`src/rtl/bundle_fifo.sv`:
```
// bundle_fifo: first-word-fall-through FIFO of {ctrl, data} bundles with synchronous flush.
// Latency: a bundle pushed at edge N is visible on t__* right after edge N; head output is zero when empty.
// Backpressure: s__ready = !full, independent of t__ready (no bypass when full); optional level port under BUNDLE_FIFO_LEVEL_EN.

// Generic FWFT storage: wrap-bit pointers, unreset storage array, zeroed read data when empty.
module fifo #(
    parameter int WIDTH = 8,
    parameter int DEPTH = 4
) (
    input  logic             clk,
    input  logic             rst_n,
    input  logic             flush,
    input  logic             wr_vld,
    output logic             wr_rdy,
    input  logic [WIDTH-1:0] wr_dat,
    output logic             rd_vld,
    input  logic             rd_rdy,
    output logic [WIDTH-1:0] rd_dat,
    output logic             full,
    output logic             empty
);

    localparam int AW = $clog2(DEPTH);
    localparam logic [AW:0] PTR_ONE = {{AW{1'b0}}, 1'b1};

    logic [AW:0]      wr_ptr;
    logic [AW:0]      rd_ptr;
    logic [WIDTH-1:0] mem [DEPTH];
    logic             wr_fire;
    logic             rd_fire;

    // The extra pointer MSB distinguishes a full ring from an empty one.
    assign full    = (wr_ptr[AW] != rd_ptr[AW]) && (wr_ptr[AW-1:0] == rd_ptr[AW-1:0]);
    assign empty   = (wr_ptr == rd_ptr);
    assign wr_rdy  = !full;
    assign rd_vld  = !empty;
    assign wr_fire = wr_vld && wr_rdy;
    assign rd_fire = rd_vld && rd_rdy;
    assign rd_dat  = empty ? '0 : mem[rd_ptr[AW-1:0]];

    // Pointer update: flush wins over any same-cycle push or pop.
    always_ff @(posedge clk or negedge rst_n) begin
        if (!rst_n) begin
            wr_ptr <= '0;
            rd_ptr <= '0;
        end else if (flush) begin
            wr_ptr <= '0;
            rd_ptr <= '0;
        end else begin
            if (wr_fire) begin
                wr_ptr <= wr_ptr + PTR_ONE;
            end
            if (rd_fire) begin
                rd_ptr <= rd_ptr + PTR_ONE;
            end
        end
    end

    // Storage write; contents need no reset because the pointers gate visibility.
    always_ff @(posedge clk) begin
        if (wr_fire && !flush) begin
            mem[wr_ptr[AW-1:0]] <= wr_dat;
        end
    end

endmodule

// Top: packs ctrl/data into one bundle word around the generic fifo.
module bundle_fifo #(
    parameter int BITS  = 32,
    parameter int DEPTH = 4
) (
    input  logic            clk,
    input  logic            rst_n,
    input  logic            flush,
    input  logic            s__valid,
    output logic            s__ready,
    input  logic [7:0]      s__ctrl,
    input  logic [BITS-1:0] s__data,
    output logic            t__valid,
    input  logic            t__ready,
    output logic [7:0]      t__ctrl,
    output logic [BITS-1:0] t__data,
    output logic            full,
    output logic            empty
`ifdef BUNDLE_FIFO_LEVEL_EN
    ,
    output logic [$clog2(DEPTH):0] level
`endif
);

    typedef struct packed {
        logic [7:0]      ctrl;
        logic [BITS-1:0] data;
    } bundle_t;

    bundle_t s_bundle_dat;
    bundle_t t_bundle_dat;

    assign s_bundle_dat.ctrl = s__ctrl;
    assign s_bundle_dat.data = s__data;
    assign t__ctrl           = t_bundle_dat.ctrl;
    assign t__data           = t_bundle_dat.data;

    fifo #(
        .WIDTH ($bits(bundle_t)),
        .DEPTH (DEPTH)
    ) u_fifo (
        .clk    (clk),
        .rst_n  (rst_n),
        .flush  (flush),
        .wr_vld (s__valid),
        .wr_rdy (s__ready),
        .wr_dat (s_bundle_dat),
        .rd_vld (t__valid),
        .rd_rdy (t__ready),
        .rd_dat (t_bundle_dat),
        .full   (full),
        .empty  (empty)
    );

`ifdef BUNDLE_FIFO_LEVEL_EN
    localparam int LW = $clog2(DEPTH) + 1;
    localparam logic [LW-1:0] LVL_ONE = {{(LW-1){1'b0}}, 1'b1};

    logic push_vld;
    logic pop_vld;

    assign push_vld = s__valid && s__ready;
    assign pop_vld  = t__valid && t__ready;

    // Occupancy counter tracks the pointers edge for edge, cleared with them.
    always_ff @(posedge clk or negedge rst_n) begin
        if (!rst_n) begin
            level <= '0;
        end else if (flush) begin
            level <= '0;
        end else if (push_vld && !pop_vld) begin
            level <= level + LVL_ONE;
        end else if (pop_vld && !push_vld) begin
            level <= level - LVL_ONE;
        end
    end
`endif

endmodule

```
`config.mk`:
```
export PLATFORM = sky130hd
export DESIGN_NAME = bundle_fifo
export DESIGN_NICKNAME = d
export VERILOG_FILES = /design/src/rtl/bundle_fifo.sv
export SDC_FILE = /design/constraint.sdc
export NUM_CORES = 1
export LEC_CHECK = 0
export BUFFER_PORTS_ARGS = -buffer_cell sky130_fd_sc_hd__buf_2
export CORE_UTILIZATION = 50
export CTS_CLUSTER_DIAMETER = 30
export DETAILED_ROUTE_END_ITERATION = 8
export GPL_ROUTABILITY_DRIVEN = 0
export PLACE_DENSITY = 0.71
export REMOVE_ABC_BUFFERS = 1
export SETUP_SLACK_MARGIN = 0.5
export SYNTH_ARGS = -nofsm -noshare
export SYNTH_HDL_FRONTEND = slang
export SYNTH_SLANG_ARGS = --single-unit
```
`constraint.sdc`:
```
create_clock -name clk -period 4.3 [get_ports clk]
set_input_delay 0.215 -clock clk [delete_from_list [all_inputs] [get_ports clk]]
set_output_delay 0.215 -clock clk [all_outputs]
set_load 0.02 [all_outputs]
```
==> impl_metrics.env, run 1 <==
export IMPL_wl_per_cell_um=18.3
export IMPL_synth_area_leaders="edfxtp_1, mux4_2, nor2b_1"
export IMPL_synth_most_common_cell="edfxtp_1"
export IMPL_finalSetupViolCount=0
export IMPL_drv_slew=0
export IMPL_r2r_start="u_fifo.rd_ptr[0]"
export IMPL_synth_cell_types=36
export IMPL_maxSlewHeadroom_pct=26.8
export IMPL_hpwlAfterDp_mm=6.44
export IMPL_drtIter0Drc=174
export IMPL_synth_commonest_cells="edfxtp_1, mux4_2, nor2b_1"
export IMPL_min_path_type="in2reg"
export IMPL_track_usage_pct=17.9
export IMPL_htree_levels=4
export IMPL_p_leak_nw=2.72
export IMPL_numCtsBuffers=17
export IMPL_ioPinCount=89
export IMPL_start_util_pct=51.7
export IMPL_synthArstFlopShare_pct=3.61
export IMPL_yosysTopAreaCell="edfxtp_1"
export IMPL_combPwrFrac_pct=27.8
export IMPL_fin_crit_ns=3.09
export IMPL_cts_tree="done"
export IMPL_pre_cts_ws_ns=1.58
export IMPL_synth_area_sq_um=6610
export IMPL_cp_arrival_ns=2.87
export IMPL_clkPwrFrac_pct=29.9
export IMPL_fin_util_pct=61.6
export IMPL_rows=41
export IMPL_fin_nets=478
export IMPL_tightestPinTransition_ns=1.10
export IMPL_min_from="s__ctrl[5]"
export IMPL_drc_errors=0
export IMPL_antenna_found_initial=0
export IMPL_grt_pass1_wl_mm=16.8
export IMPL_place_area_sq_um=7240
export IMPL_drt_first_pass_iters=4
export IMPL_path_class="reg2out"
export IMPL_worst_slack_ns=1.21
export IMPL_highest_layer="met4"
export IMPL_clock_fmax_mhz=324
export IMPL_ys_ff_latch=166
export IMPL_hold_violations=0
export IMPL_clk_pin_slew_ns=0.06
export IMPL_swShare_pct=29.2
export IMPL_ys_flop_type="edfxtp_1"
export IMPL_skew_ns=0.00885
export IMPL_grt_max_degree=48
export IMPL_viasPerCell=5.38
export IMPL_ctsLongestPathBuffers=2
export IMPL_ir_worst_vdd_v=0.000311
export IMPL_port_buffers=88
export IMPL_p_int_w=0.00321
export IMPL_cts_setup_buffers=0
export IMPL_seq_power_share_pct=42.3
export IMPL_cp_max_fo=34
export IMPL_status="finished, final reports clean"
export IMPL_sequential_cell_area_sq_um=4960
export IMPL_maxCapViolCount=0
export IMPL_multi_input_area_sq_um=1570
export IMPL_die_height_um=117
export IMPL_via_count=3264
export IMPL_diodes=0
export IMPL_postSynthCellCount=322
export IMPL_grt_overflow=0
export IMPL_grt_pass1_vias=3179
export IMPL_drt_met1_wl_mm=4.66
export IMPL_wirelength_mm=11.1
export IMPL_yosysTopAreaCellShare_pct=72.7
export IMPL_dr_wl_met3_um=564
export IMPL_root_buffer="clkbuf_16"
export IMPL_die_area_sq_um=13700
export IMPL_drive_above_1_share_pct=37.5
export IMPL_ant_nets=0
export IMPL_cts_sinks=166
export IMPL_core_sq_um=12800
export IMPL_crit_path_end_kind="output pin"
export IMPL_crit_start="u_fifo.rd_ptr[0]"
export IMPL_wl_met2_mm=5.65
export IMPL_final_area_sq_um=7870
export IMPL_nFillCells=936
export IMPL_ys_seq_area_share_pct=75.0
export IMPL_die_x_um=117
export IMPL_start_kind="flip-flop"
export IMPL_avgSynthCellArea_sq_um=20.5
export IMPL_area_growth_pct=19.0
export IMPL_p_per_area_nw_per_um2=577
export IMPL_yosys_warnings=0
export IMPL_rsz0062_at_grt="no"
export IMPL_period_share_pct=71.8
export IMPL_clk_latency_ns=0.42
export IMPL_power_switching_w=0.00132
export IMPL_synth_edf_count=160
export IMPL_worstPathRequired_ns=4.09
[state kept, by name (all words and copies together) (netlist names)]
register       flops
u_fifo.mem       160
u_fifo.wr_ptr      3
u_fifo.rd_ptr      3
[metal layers]
metal | global-route usage (%) | vias to the layer above
met4 | 8.86 | 0
met1 | 22.4 | 1642
met5 | 0 | -
met3 | 5.20 | 21
li1 | - | 1500
met2 | 29.1 | 101
[layout by cell type (no fill, tap or decap), types with 3 or more instances in the layout]
master / Yosys / final
edfxtp_1: 160 / 160
buf_2: 7 / 88
mux4_2: 40 / 40
nor2b_1: 37 / 37
clkbuf_16: 0 / 17
dlygate4sd3_1: 0 / 11
inv_1: 6 / 6
and2b_1: 6 / 6
ha_1: 5 / 5
and2_2: 0 / 4
nand4_1: 4 / 4
nand3_1: 4 / 4
buf_4: 0 / 4
dfrtp_1: 6 / 4
xnor2_1: 3 / 3
o21ai_0: 3 / 3
clkinv_2: 0 / 3
[critical path, cell delays in order, from the launching register on]
cell	delay, ns
dfrtp_4	0.57
buf_4	0.59
xor2_1	0.36
nor3_4	0.27
buf_4	0.28
and2b_1	0.21
buf_2	0.15
[cell families (layout without fill, tap and decap cells)]
logic type | after synthesis | count (layout) | synth area share [%]
xor+xnor | 6 | 6 | 0.909
simple gates | 68 | 68 | 6.53
buf+inv | 22 | 135 | 1.50
compound gates | 15 | 15 | 1.53
flops | 166 | 166 | 75.0
mux | 40 | 40 | 13.6
fa+ha+maj | 5 | 5 | 0.946
[metrics by stage]
stage | std cells | setup TNS, ns | hold slack (ns) | power (W)
floorplan | 306 | -0.0572 | -0.0806 | 0.00281
global placement | 570 | 0 | 0.0508 | 0.00322
detailed placement | 570 | 0 | 0.0502 | 0.00323
CTS | 606 | 0 | 0.000647 | 0.00459
global route | 607 | 0 | 0.00250 | 0.00475
finish | 607 | 0 | 0.0171 | 0.00454
[power groups by stage]
stage | clock [W] | sequential (W) | combinational, W
floorplan | 0 | 0.00200 | 0.000809
global placement | 0 | 0.00195 | 0.00127
detailed placement | 0 | 0.00195 | 0.00128
CTS | 0.00138 | 0.00192 | 0.00129
global route | 0.00145 | 0.00193 | 0.00137
finish | 0.00136 | 0.00192 | 0.00126
[area by class of cell]
type | count | area share (%)
Inverter | 6 | 0.286
Sequential cell | 166 | 63.1
Multi-Input combinational cell | 134 | 19.9
Tap cell | 172 | 2.74
Clock buffer | 19 | 5.50
Clock inverter | 7 | 1.10
Timing Repair Buffer | 103 | 7.38
[worst paths after layout]
check / end / slack (ns) / cells past startpoint
worst max-delay path: t__ctrl[2] / 1.21 / 6
worst min-delay path: u_fifo.mem[2][37] / 0.02 / 1
worst max register to register: u_fifo.mem[1][34] / 1.61 / 3
worst min register to register: u_fifo.rd_ptr[2] / 0.65 / 2
max in group asynchronous: u_fifo.rd_ptr[0] / 3.97 / 2
min in group asynchronous: u_fifo.rd_ptr[0] / 0.16 / 2
[timing repair]
action / CTS / global route
endpoints found under the setup margin: 0 / 0
endpoints found under the hold margin: 39 / 1
hold buffers: 10 / 1
resized for setup: 0 / 0
Note: power is estimated with default switching activity, not from simulation.
==> run 2: changes to the inputs <==
ABC_AREA = 1   (was not set)
PLACE_DENSITY = 0.73   (was 0.71)
clock period = 2.7 ns   (was 4.3 ns; I/O delays follow)
==> impl_metrics.env, run 2 <==
export IMPL_status="finished, final reports clean"
export IMPL_hpwlAfterDp_mm=8.26
export IMPL_die_height_um=118
export IMPL_grt_max_degree=82
export IMPL_place_area_sq_um=7350
export IMPL_fin_cells=856
export IMPL_ir_worst_vdd_v=0.000599
export IMPL_viasPerCell=5.46
export IMPL_clk_latency_ns=0.42
export IMPL_ioPinCount=89
export IMPL_skew_ns=0.00838
export IMPL_grt_pass1_vias=4537
export IMPL_tns_ns=0
export IMPL_synth_area_leaders="edfxtp_1, o21ai_0, nor2_1"
export IMPL_final_cell_mix="edfxtp_1, buf_2, nor2_1"
export IMPL_period_share_pct=79.1
export IMPL_finalSetupViolCount=0
export IMPL_clock_fmax_mhz=468
export IMPL_root_buffer="clkbuf_16"
export IMPL_maxSlewHeadroom_pct=73.5
export IMPL_maxCapViolCount=0
export IMPL_synth_area_sq_um=6700
export IMPL_path_buf_inv=3
export IMPL_ys_ff_latch=166
export IMPL_synth_cell_types=22
export IMPL_ant_nets=0
export IMPL_rsz0062_at_grt="yes"
export IMPL_fin_nets=721
export IMPL_swShare_pct=26.9
export IMPL_fin_crit_ns=2.13
export IMPL_p_per_area_nw_per_um2=767
export IMPL_crit_path_end_kind="output pin"
export IMPL_start_kind="flip-flop"
export IMPL_die_x_um=118
export IMPL_p_leak_nw=3.43
export IMPL_rows=41
export IMPL_wl_per_cell_um=17.9
export IMPL_synthArstFlopShare_pct=3.61
export IMPL_wirelength_mm=15.3
export IMPL_worstPathRequired_ns=2.57
export IMPL_path_class="reg2out"
export IMPL_port_buffers=88
export IMPL_numCtsBuffers=17
export IMPL_ys_flop_type="edfxtp_1"
export IMPL_antenna_found_initial=0
export IMPL_cp_max_fo=12
export IMPL_cp_arrival_ns=2.00
export IMPL_drive_above_1_share_pct=21.8
export IMPL_cpPeakStageDelay_ns=0.49
export IMPL_synth_edf_count=160
export IMPL_cts_sinks=166
export IMPL_tightestPinTransition_ns=0.397
export IMPL_start_util_pct=52.2
export IMPL_diodes=0
export IMPL_seq_power_share_pct=45.1
export IMPL_yosysTopAreaCellShare_pct=71.7
export IMPL_core_sq_um=12800
export IMPL_cts_tree="done"
export IMPL_hold_violations=0
export IMPL_grt_overflow=0
export IMPL_p_int_w=0.00473
export IMPL_cp_slowest_cell="dfrtp_2"
export IMPL_drc_errors=0
export IMPL_layout_commonest_cell="edfxtp_1"
export IMPL_clkPwrFrac_pct=36.8
export IMPL_synth_most_common_cell="edfxtp_1"
export IMPL_r2r_setup_slack_ns=0.60
export IMPL_avgSynthCellArea_sq_um=12.5
export IMPL_synth_commonest_cells="edfxtp_1, nor2_1, o21ai_0"
export IMPL_drv_slew=0
export IMPL_dp_cells=779
export IMPL_largest_reg_flops=160
export IMPL_drt_first_pass_iters=5
export IMPL_postSynthCellCount=535
export IMPL_worst_path_most_repeated_cell="nand2_1"
export IMPL_track_usage_pct=22.3
export IMPL_clk_pin_slew_ns=0.06
export IMPL_combPwrFrac_pct=18.0
export IMPL_ys_seq_area_share_pct=74.0
export IMPL_grt_pass1_wl_mm=23.3
export IMPL_area_growth_pct=26.0
export IMPL_yosysTopAreaCell="edfxtp_1"
export IMPL_yosys_warnings=0
export IMPL_min_path_type="in2reg"
export IMPL_ctsLongestPathBuffers=2
export IMPL_power_switching_w=0.00174
export IMPL_via_count=4677
export IMPL_drtIter0Drc=527
export IMPL_die_area_sq_um=13900
export IMPL_cp_cell_sequence="inv_2 -> nand2_1 -> nand2_2 -> nand3_4 -> nand2_1 -> inv_1 -> buf_2"
export IMPL_final_area_sq_um=8440
export IMPL_path_delay_family="simple AND/OR/NAND/NOR gates"
export IMPL_whs_ns=0.0307
export IMPL_htree_levels=4
run 2: cell count changes in the layout (fill, tap and decap cells not counted), moves of 30 or more:
| cell | before | now |
|---|---|---|
| dlygate4sd3_1 | 11 | 41 |
| nor2_1 | 1 | 80 |
| o21ai_0 | 3 | 74 |
| nand2_1 | 2 | 57 |
| nor2b_1 | 37 | 0 |
| o22ai_1 | 0 | 40 |
| inv_1 | 6 | 49 |
| mux4_2 | 40 | 0 |
run 2: path summary, 6_finish.rpt:
kind                             startpoint           endpoint  cells past startpoint
setup reg to reg           u_fifo.rd_ptr[1]  u_fifo.mem[0][23]                      7
hold reg to reg            u_fifo.wr_ptr[2]   u_fifo.wr_ptr[2]                      2
min in group asynchronous             rst_n   u_fifo.rd_ptr[1]                      2
hold / removal                     t__ready   u_fifo.rd_ptr[0]                      3
setup / recovery           u_fifo.rd_ptr[1]        t__data[26]                      7
max in group asynchronous             rst_n   u_fifo.rd_ptr[0]                      2
run 2: per-stage QoR:
stage | total power, W | utilization, % | worst slack (ns)
5_1_grt | 0.00672 | 65.8 | 0.451
6_report | 0.00647 | 65.8 | 0.565
3_3_place_gp | 0.00399 | 57.3 | 0.558
2_1_floorplan | 0.00361 | - | -2.29
4_1_cts | 0.00646 | 65.3 | 0.476
3_5_place_dp | 0.00401 | 57.3 | 0.506
run 2: area by class of cell:
cell class / instances / area, sq um
tap: 172 / 215
multi-input combinational: 289 / 1470
sequential: 166 / 4960
clock inverter: 9 / 126
clock buffer: 23 / 458
timing repair buffer: 144 / 1020
inverter: 53 / 199
fill: 962 / 4390
run 2: power by group through the flow:
stage | combinational, W | clock [W] | sequential (W)
4_1_cts | 0.00113 | 0.00241 | 0.00292
3_3_place_gp | 0.00102 | 0 | 0.00297
6_report | 0.00117 | 0.00238 | 0.00292
5_1_grt | 0.00127 | 0.00253 | 0.00292
3_5_place_dp | 0.00104 | 0 | 0.00297
2_1_floorplan | 0.000604 | 0 | 0.00301
run 2: repair_timing:
item | CTS | global route
hold endpoints to repair | 166 | 0
hold buffers | 41 | 0
gates resized for setup | 4 | 9
pin swaps | 1 | 0
setup endpoints to repair | 57 | 198
setup buffers | 1 | 0
gates cloned | 1 | 2
run 2: cells by family after synthesis:
family                   count (synthesis)  synth area share (%)
AND/OR/NAND/NOR                        159                  9.64
adder cells (fa/ha/maj)                  5                 0.934
buffers and inverters                   83                  5.46
flip-flops                             166                  74.0
XOR/XNOR                                 2                 0.262
AO/OA/AOI/OAI                          120                  9.72
run 2: worst min-delay path, cell delays in order:
cell	delay [ns]
buf_2	0.13
nand4_1	0.09
nand2_1	0.06
run 2: per-layer routing:
| metal | vias to the layer above | wire [um] | GRT usage [%] |
|---|---|---|---|
| li1 | 2173 | - | - |
| met1 | 2290 | 6340 | 28.5 |
| met2 | 192 | 7590 | 36.8 |
| met3 | 22 | 1080 | 5.38 |
| met4 | 0 | 293 | 8.65 |
| met5 | - | 0 | 0 |
